### config.mk
export PLATFORM = sky130hd
export DESIGN_NAME = soc_ifc_fw_upd_rst_req
export DESIGN_NICKNAME = d
export VERILOG_FILES = /design/src/rtl/soc_ifc_fw_upd_rst_req.sv
export SDC_FILE = /design/constraint.sdc
export NUM_CORES = 1
export LEC_CHECK = 0
export CAP_MARGIN = 5
export CORE_ASPECT_RATIO = 0.8
export CORE_MARGIN = 5
export CORE_UTILIZATION = 30
export CTS_CLUSTER_DIAMETER = 150
export DETAILED_ROUTE_END_ITERATION = 8
export GPL_TIMING_DRIVEN = 0
export SLEW_MARGIN = 40
export SYNTH_ARGS = -nofsm -noshare
export SYNTH_HDL_FRONTEND = slang
export SYNTH_SLANG_ARGS = --single-unit
### constraint.sdc
create_clock -name clk -period 2.18 [get_ports clk]
set_clock_uncertainty 0.2 [all_clocks]
set_input_delay 0.218 -clock clk [delete_from_list [all_inputs] [get_ports clk]]
set_output_delay 0.218 -clock clk [all_outputs]
set_load 0.05 [all_outputs]
### src/rtl/soc_ifc_fw_upd_rst_req.sv
// Sequences a firmware FW_UPDATE_RESET write into a single fw_update_rst request:
// wait for bus idle, drain, assert until the boot FSM opens its window, then release.
module soc_ifc_fw_upd_rst_req #(
    parameter int unsigned DRAIN_CYCLES = 4,
    parameter int unsigned ACK_TIMEOUT  = 32,
    parameter int unsigned MIN_WAIT     = 5,
    localparam int unsigned CNT_W       = 8
) (
    input  logic             clk,
    input  logic             cptra_rst_b,
    input  logic             req_wr,
    input  logic             req_wdata,
    input  logic             wait_wr,
    input  logic [CNT_W-1:0] wait_wdata,
    input  logic             core_idle,
    input  logic             fw_update_rst_window,
    input  logic             err_clr,
    output logic             fw_update_rst,
    output logic [CNT_W-1:0] fw_update_rst_wait_cycles,
    output logic             req_status,
    output logic             busy,
    output logic             err_overlap,
    output logic             err_timeout
);

    localparam logic [CNT_W-1:0] DRAIN_LOAD = CNT_W'(DRAIN_CYCLES - 1);
    localparam logic [CNT_W-1:0] TMO_LOAD   = CNT_W'(ACK_TIMEOUT - 1);
    localparam logic [CNT_W-1:0] WAIT_FLOOR = CNT_W'(MIN_WAIT);
    localparam logic [CNT_W-1:0] CNT_ZERO   = '0;
    localparam logic [CNT_W-1:0] CNT_ONE    = CNT_W'(1);

    typedef enum logic [2:0] {
        ST_IDLE   = 3'd0,
        ST_ARM    = 3'd1,
        ST_DRAIN  = 3'd2,
        ST_ASSERT = 3'd3,
        ST_HOLD   = 3'd4
    } state_e;

    state_e           r_state;
    state_e           w_state_nxt;

    logic [CNT_W-1:0] r_drain_cnt;
    logic [CNT_W-1:0] w_drain_cnt_nxt;
    logic [CNT_W-1:0] r_tmo_cnt;
    logic [CNT_W-1:0] w_tmo_cnt_nxt;
    logic [CNT_W-1:0] r_wait;
    logic [CNT_W-1:0] w_wait_nxt;
    logic [CNT_W-1:0] w_wait_clamp;

    logic             r_fw_rst;
    logic             w_fw_rst_nxt;
    logic             r_busy;
    logic             w_busy_nxt;
    logic             r_err_overlap;
    logic             w_err_overlap_nxt;
    logic             r_err_timeout;
    logic             w_err_timeout_nxt;

    logic             w_req_set;
    logic             w_set_overlap;
    logic             w_set_timeout;

    assign w_req_set    = req_wr & req_wdata;
    assign w_wait_clamp = (wait_wdata < WAIT_FLOOR) ? WAIT_FLOOR : wait_wdata;

    // State register
    always_ff @(posedge clk or negedge cptra_rst_b) begin
        if (!cptra_rst_b) begin
            r_state <= ST_IDLE;
        end else begin
            r_state <= w_state_nxt;
        end
    end

    // Next-state logic; a bus-idle drop during drain wins over drain completion
    always_comb begin
        w_state_nxt = r_state;
        unique case (r_state)
            ST_IDLE: begin
                if (w_req_set) w_state_nxt = ST_ARM;
            end
            ST_ARM: begin
                if (core_idle) w_state_nxt = ST_DRAIN;
            end
            ST_DRAIN: begin
                if (!core_idle)                   w_state_nxt = ST_ARM;
                else if (r_drain_cnt == CNT_ZERO) w_state_nxt = ST_ASSERT;
            end
            ST_ASSERT: begin
                if (fw_update_rst_window)       w_state_nxt = ST_HOLD;
                else if (r_tmo_cnt == CNT_ZERO) w_state_nxt = ST_IDLE;
            end
            ST_HOLD: begin
                if (!fw_update_rst_window) w_state_nxt = ST_IDLE;
            end
            default: w_state_nxt = ST_IDLE;
        endcase
    end

    // Counters, wait register, error sets and next values of registered outputs
    always_comb begin
        w_drain_cnt_nxt = r_drain_cnt;
        w_tmo_cnt_nxt   = r_tmo_cnt;
        w_wait_nxt      = r_wait;
        w_set_overlap   = 1'b0;
        w_set_timeout   = 1'b0;

        unique case (r_state)
            ST_IDLE: begin
                if (wait_wr) w_wait_nxt = w_wait_clamp;
            end
            ST_ARM: begin
                if (core_idle) w_drain_cnt_nxt = DRAIN_LOAD;
            end
            ST_DRAIN: begin
                if (!core_idle) begin
                    w_drain_cnt_nxt = CNT_ZERO;
                end else if (r_drain_cnt != CNT_ZERO) begin
                    w_drain_cnt_nxt = r_drain_cnt - CNT_ONE;
                end else begin
                    w_tmo_cnt_nxt = TMO_LOAD;
                end
            end
            ST_ASSERT: begin
                if (fw_update_rst_window) begin
                    w_tmo_cnt_nxt = CNT_ZERO;
                end else if (r_tmo_cnt != CNT_ZERO) begin
                    w_tmo_cnt_nxt = r_tmo_cnt - CNT_ONE;
                end else begin
                    w_set_timeout = 1'b1;
                end
            end
            ST_HOLD: begin
                w_tmo_cnt_nxt = CNT_ZERO;
            end
            default: begin
                w_drain_cnt_nxt = CNT_ZERO;
                w_tmo_cnt_nxt   = CNT_ZERO;
            end
        endcase

        // Any request or wait write outside IDLE is dropped and flagged
        if (r_state != ST_IDLE) begin
            w_set_overlap = wait_wr | w_req_set;
        end

        w_fw_rst_nxt      = (w_state_nxt == ST_ASSERT);
        w_busy_nxt        = (w_state_nxt != ST_IDLE);
        w_err_overlap_nxt = w_set_overlap | (r_err_overlap & ~err_clr);
        w_err_timeout_nxt = w_set_timeout | (r_err_timeout & ~err_clr);
    end

    // Datapath and output registers
    always_ff @(posedge clk or negedge cptra_rst_b) begin
        if (!cptra_rst_b) begin
            r_drain_cnt   <= CNT_ZERO;
            r_tmo_cnt     <= CNT_ZERO;
            r_wait        <= WAIT_FLOOR;
            r_fw_rst      <= 1'b0;
            r_busy        <= 1'b0;
            r_err_overlap <= 1'b0;
            r_err_timeout <= 1'b0;
        end else begin
            r_drain_cnt   <= w_drain_cnt_nxt;
            r_tmo_cnt     <= w_tmo_cnt_nxt;
            r_wait        <= w_wait_nxt;
            r_fw_rst      <= w_fw_rst_nxt;
            r_busy        <= w_busy_nxt;
            r_err_overlap <= w_err_overlap_nxt;
            r_err_timeout <= w_err_timeout_nxt;
        end
    end

    assign fw_update_rst             = r_fw_rst;
    assign fw_update_rst_wait_cycles = r_wait;
    assign req_status                = r_busy;
    assign busy                      = r_busy;
    assign err_overlap               = r_err_overlap;
    assign err_timeout               = r_err_timeout;

endmodule

==> impl_metrics.ini <==
[yosys]
async_reset_ff_share_pct = 100
netlist_area_sq_mm = 0.00177
synth_warnings = 0
synthFlopType = dfrtp_1
synth_seq_area_share_pct = 43.9
synth-seq-cells = 31
synth_edf_count = 0
syn_inst = 181
syn_area_per_cell_sq_um = 9.80
synth_nets = 201
ys_types = 51

[global_route]
grt_max_degree = 25
antenna_found_initial = 0
grt_pass1_wl_um = 6850
track_usage_pct = 11.6
first_global_vias = 1436
grt_overflow = 0

[floorplanning]
core-area_sq_mm = 0.00582
initial_utilization_pct = 30.5
die_x_um = 96.0
io_pins = 29
die-area_sq_mm = 0.00756
die_h_um = 78.8
fp-row-count = 25

[worst_setup_path]
path_max_fanout = 7
required_ns = 2.20
r2r_start = r_state[0]$_DFF_PN0_
start_kind = flop
crit_path_end_kind = flop
path_class = flop to flop
rr_worst_depth = 5
arrival_ns = 2.13
reg2reg_slack_ns = 0.07
r2r_end = fw_update_rst$_DFF_PN0_

[route]
via_per_inst = 5.10
vias = 1540
drt_iter0_drc = 178
ant_nets = 0
route.detailed.drc = 0
wl_per_cell_um = 13.7
first_pass_iters = 4
drt_wl_total_um = 4130

[placement]
post-dp-hpwl_um = 2910
gp_congestion = 0.839
port_buffers = 28
placed_cells = 291

[clocking]
path_clk_slew_ns = 0.07
cts_tree = done
clock_path_buffers = 2
root_buffer = clkbuf_8
cts_inserted_buffers = 5
htreeDepth = 2
cts_num_sinks = 31
clk_latency_ns = 0.28

[timing]
hold_violations = 0
slew-limit-headroom_pct = 66.1
worstMarginPinSlew_ns = 0.507
slew_violations = 0
fin_crit_ns = 2.11
hold_slack_ns = 0.129
rsz0062_at_grt = false
setup_viol = 0
timing.final.crit_share_pct = 96.7
fmax_mhz = 475

[layout]
fillers = 572
layout.area.seq_sq_um = 781
diodes = 0
final_layout_size_suffix_gt1_share_pct = 20.4
final_util_pct = 41.6
nets = 240
multi_input_area_sq_um = 997
syn_to_final_growth_pct = 36.5
fin_cells = 302

[flow_run]
drv_cap = 0

[outcome]
status = complete, no violations

[pwr]
ir_drop_mv = 0.462
p_leak_uw = 0.00101
powerDensity_mw_per_mm2 = 1630

[hold_path]
hold_path_class = primary input to async pin
report_power, final:
group / leakage (uW) / internal (uW) / switching [uW]
clock network: 0.0000612 / 370 / 223
registers: 0.000392 / 832 / 217
logic: 0.000557 / 981 / 1320
total: 0.00101 / 2180 / 1760
state kept, by name (all words and copies together), names as in the netlist:
signal	count
r_state	3
err_overlap	1
fw_update_rst_wait_cycles	8
fw_update_rst	1
err_timeout	1
r_drain_cnt	8
r_tmo_cnt	8
busy	1
what timing repair did:
item / CTS / global route
hold buffers: 1 / 0
cloned: 0 / 0
hold endpoints to repair: 29 / 0
gates resized for setup: 7 / 19
setup buffers: 1 / 2
pin swaps: 1 / 3
setup endpoints to repair: 4 / 11
per-layer routing:
metal  up-vias  share of wire [%]  GRT usage [%]  routed length (um)
li1        759                  -              -                   -
met1       729                 49           16.8                2030
met2        50                 42           16.0                1730
met3         2                8.2           3.13                 338
met4         0               0.82           4.69                  34
met5         -                  0              0                   0
worst max-delay path, stage by stage (launching register included):
cell,delay (ns)
dfrtp_2,0.45
or3b_1,0.39
buf_6,0.15
or4b_4,0.49
a211o_1,0.31
nand2_1,0.06
cells in the final DEF (no fill, tap or decap), drive strengths merged, types with 6 or more instances in the layout:
cell / n
buf: 9
clkdlybuf4s50: 26
dfrtp: 29
inv: 10
clkbuf: 11
a21oi: 13
mux2: 9
nor2: 13
or4: 7
nand2: 6
o21ai: 9
area by class of cell:
class                           instances  share of cell area, %
Multi-Input combinational cell        130                   41.2
Sequential cell                        31                   32.2
Timing Repair Buffer                   33                   13.6
Tap cell                               81                   4.19
Clock buffer                            6                   3.41
Buffer                                  9                   2.33
Inverter                               10                   1.55
Clock inverter                          2                   1.45
worst max path at each step:
stage	start	slack, ns	cells after the start	end
floorplan	r_drain_cnt[0]$_DFFE_PN0P_	0.06	6	r_tmo_cnt[0]$_DFFE_PN0P_
global placement	core_idle	-0.38	5	r_tmo_cnt[0]$_DFFE_PN0P_
detailed placement	core_idle	-0.38	5	r_tmo_cnt[0]$_DFFE_PN0P_
CTS	r_state[0]$_DFF_PN0_	0.01	5	fw_update_rst$_DFF_PN0_
global route	r_state[1]$_DFF_PN0_	0.007	6	fw_update_rst$_DFF_PN0_
finish	r_state[0]$_DFF_PN0_	0.07	5	fw_update_rst$_DFF_PN0_
metrics by stage:
step / setup slack, ns / setup TNS [ns] / cell area (sq um) / total power [uW]
global placement: -0.384 / -1.68 / 2160 / 3060
finish: 0.0729 / 0 / 2420 / 3940
global route: 0.00708 / 0 / 2420 / 4240
CTS: 0.0143 / 0 / 2340 / 3780
detailed placement: -0.382 / -1.70 / 2170 / 3070
floorplan: 0.0552 / 0 / 1770 / 2520
cell usage after synthesis, types with 3 or more instances:
cell | instances | area, sq um
ha_1 | 4 | 50.1
dfrtp_1 | 29 | 726
clkbuf_1 | 5 | 18.8
or3_1 | 5 | 31.3
nor2_1 | 13 | 48.8
a21o_1 | 4 | 30.0
o31ai_1 | 5 | 37.5
nand2_1 | 6 | 22.5
a31oi_1 | 3 | 18.8
nand2b_1 | 5 | 31.3
inv_1 | 10 | 37.5
a21oi_1 | 13 | 65.1
mux2_2 | 9 | 101
nor3_1 | 4 | 20.0
buf_2 | 3 | 15.0
o21ai_0 | 8 | 40.0
o22ai_1 | 3 | 18.8
or4_1 | 7 | 52.6
or3b_2 | 3 | 26.3
logic make-up after synthesis:
logic type | synth area share (%)
buffers and inverters | 4.87
multiplexers | 6.84
flip-flops | 43.9
AO/OA/AOI/OAI | 20.2
XOR/XNOR | 0.494
adder cells (fa/ha/maj) | 2.82
AND/OR/NAND/NOR | 20.9
No activity file was read; power rests on OpenSTA's default activity.
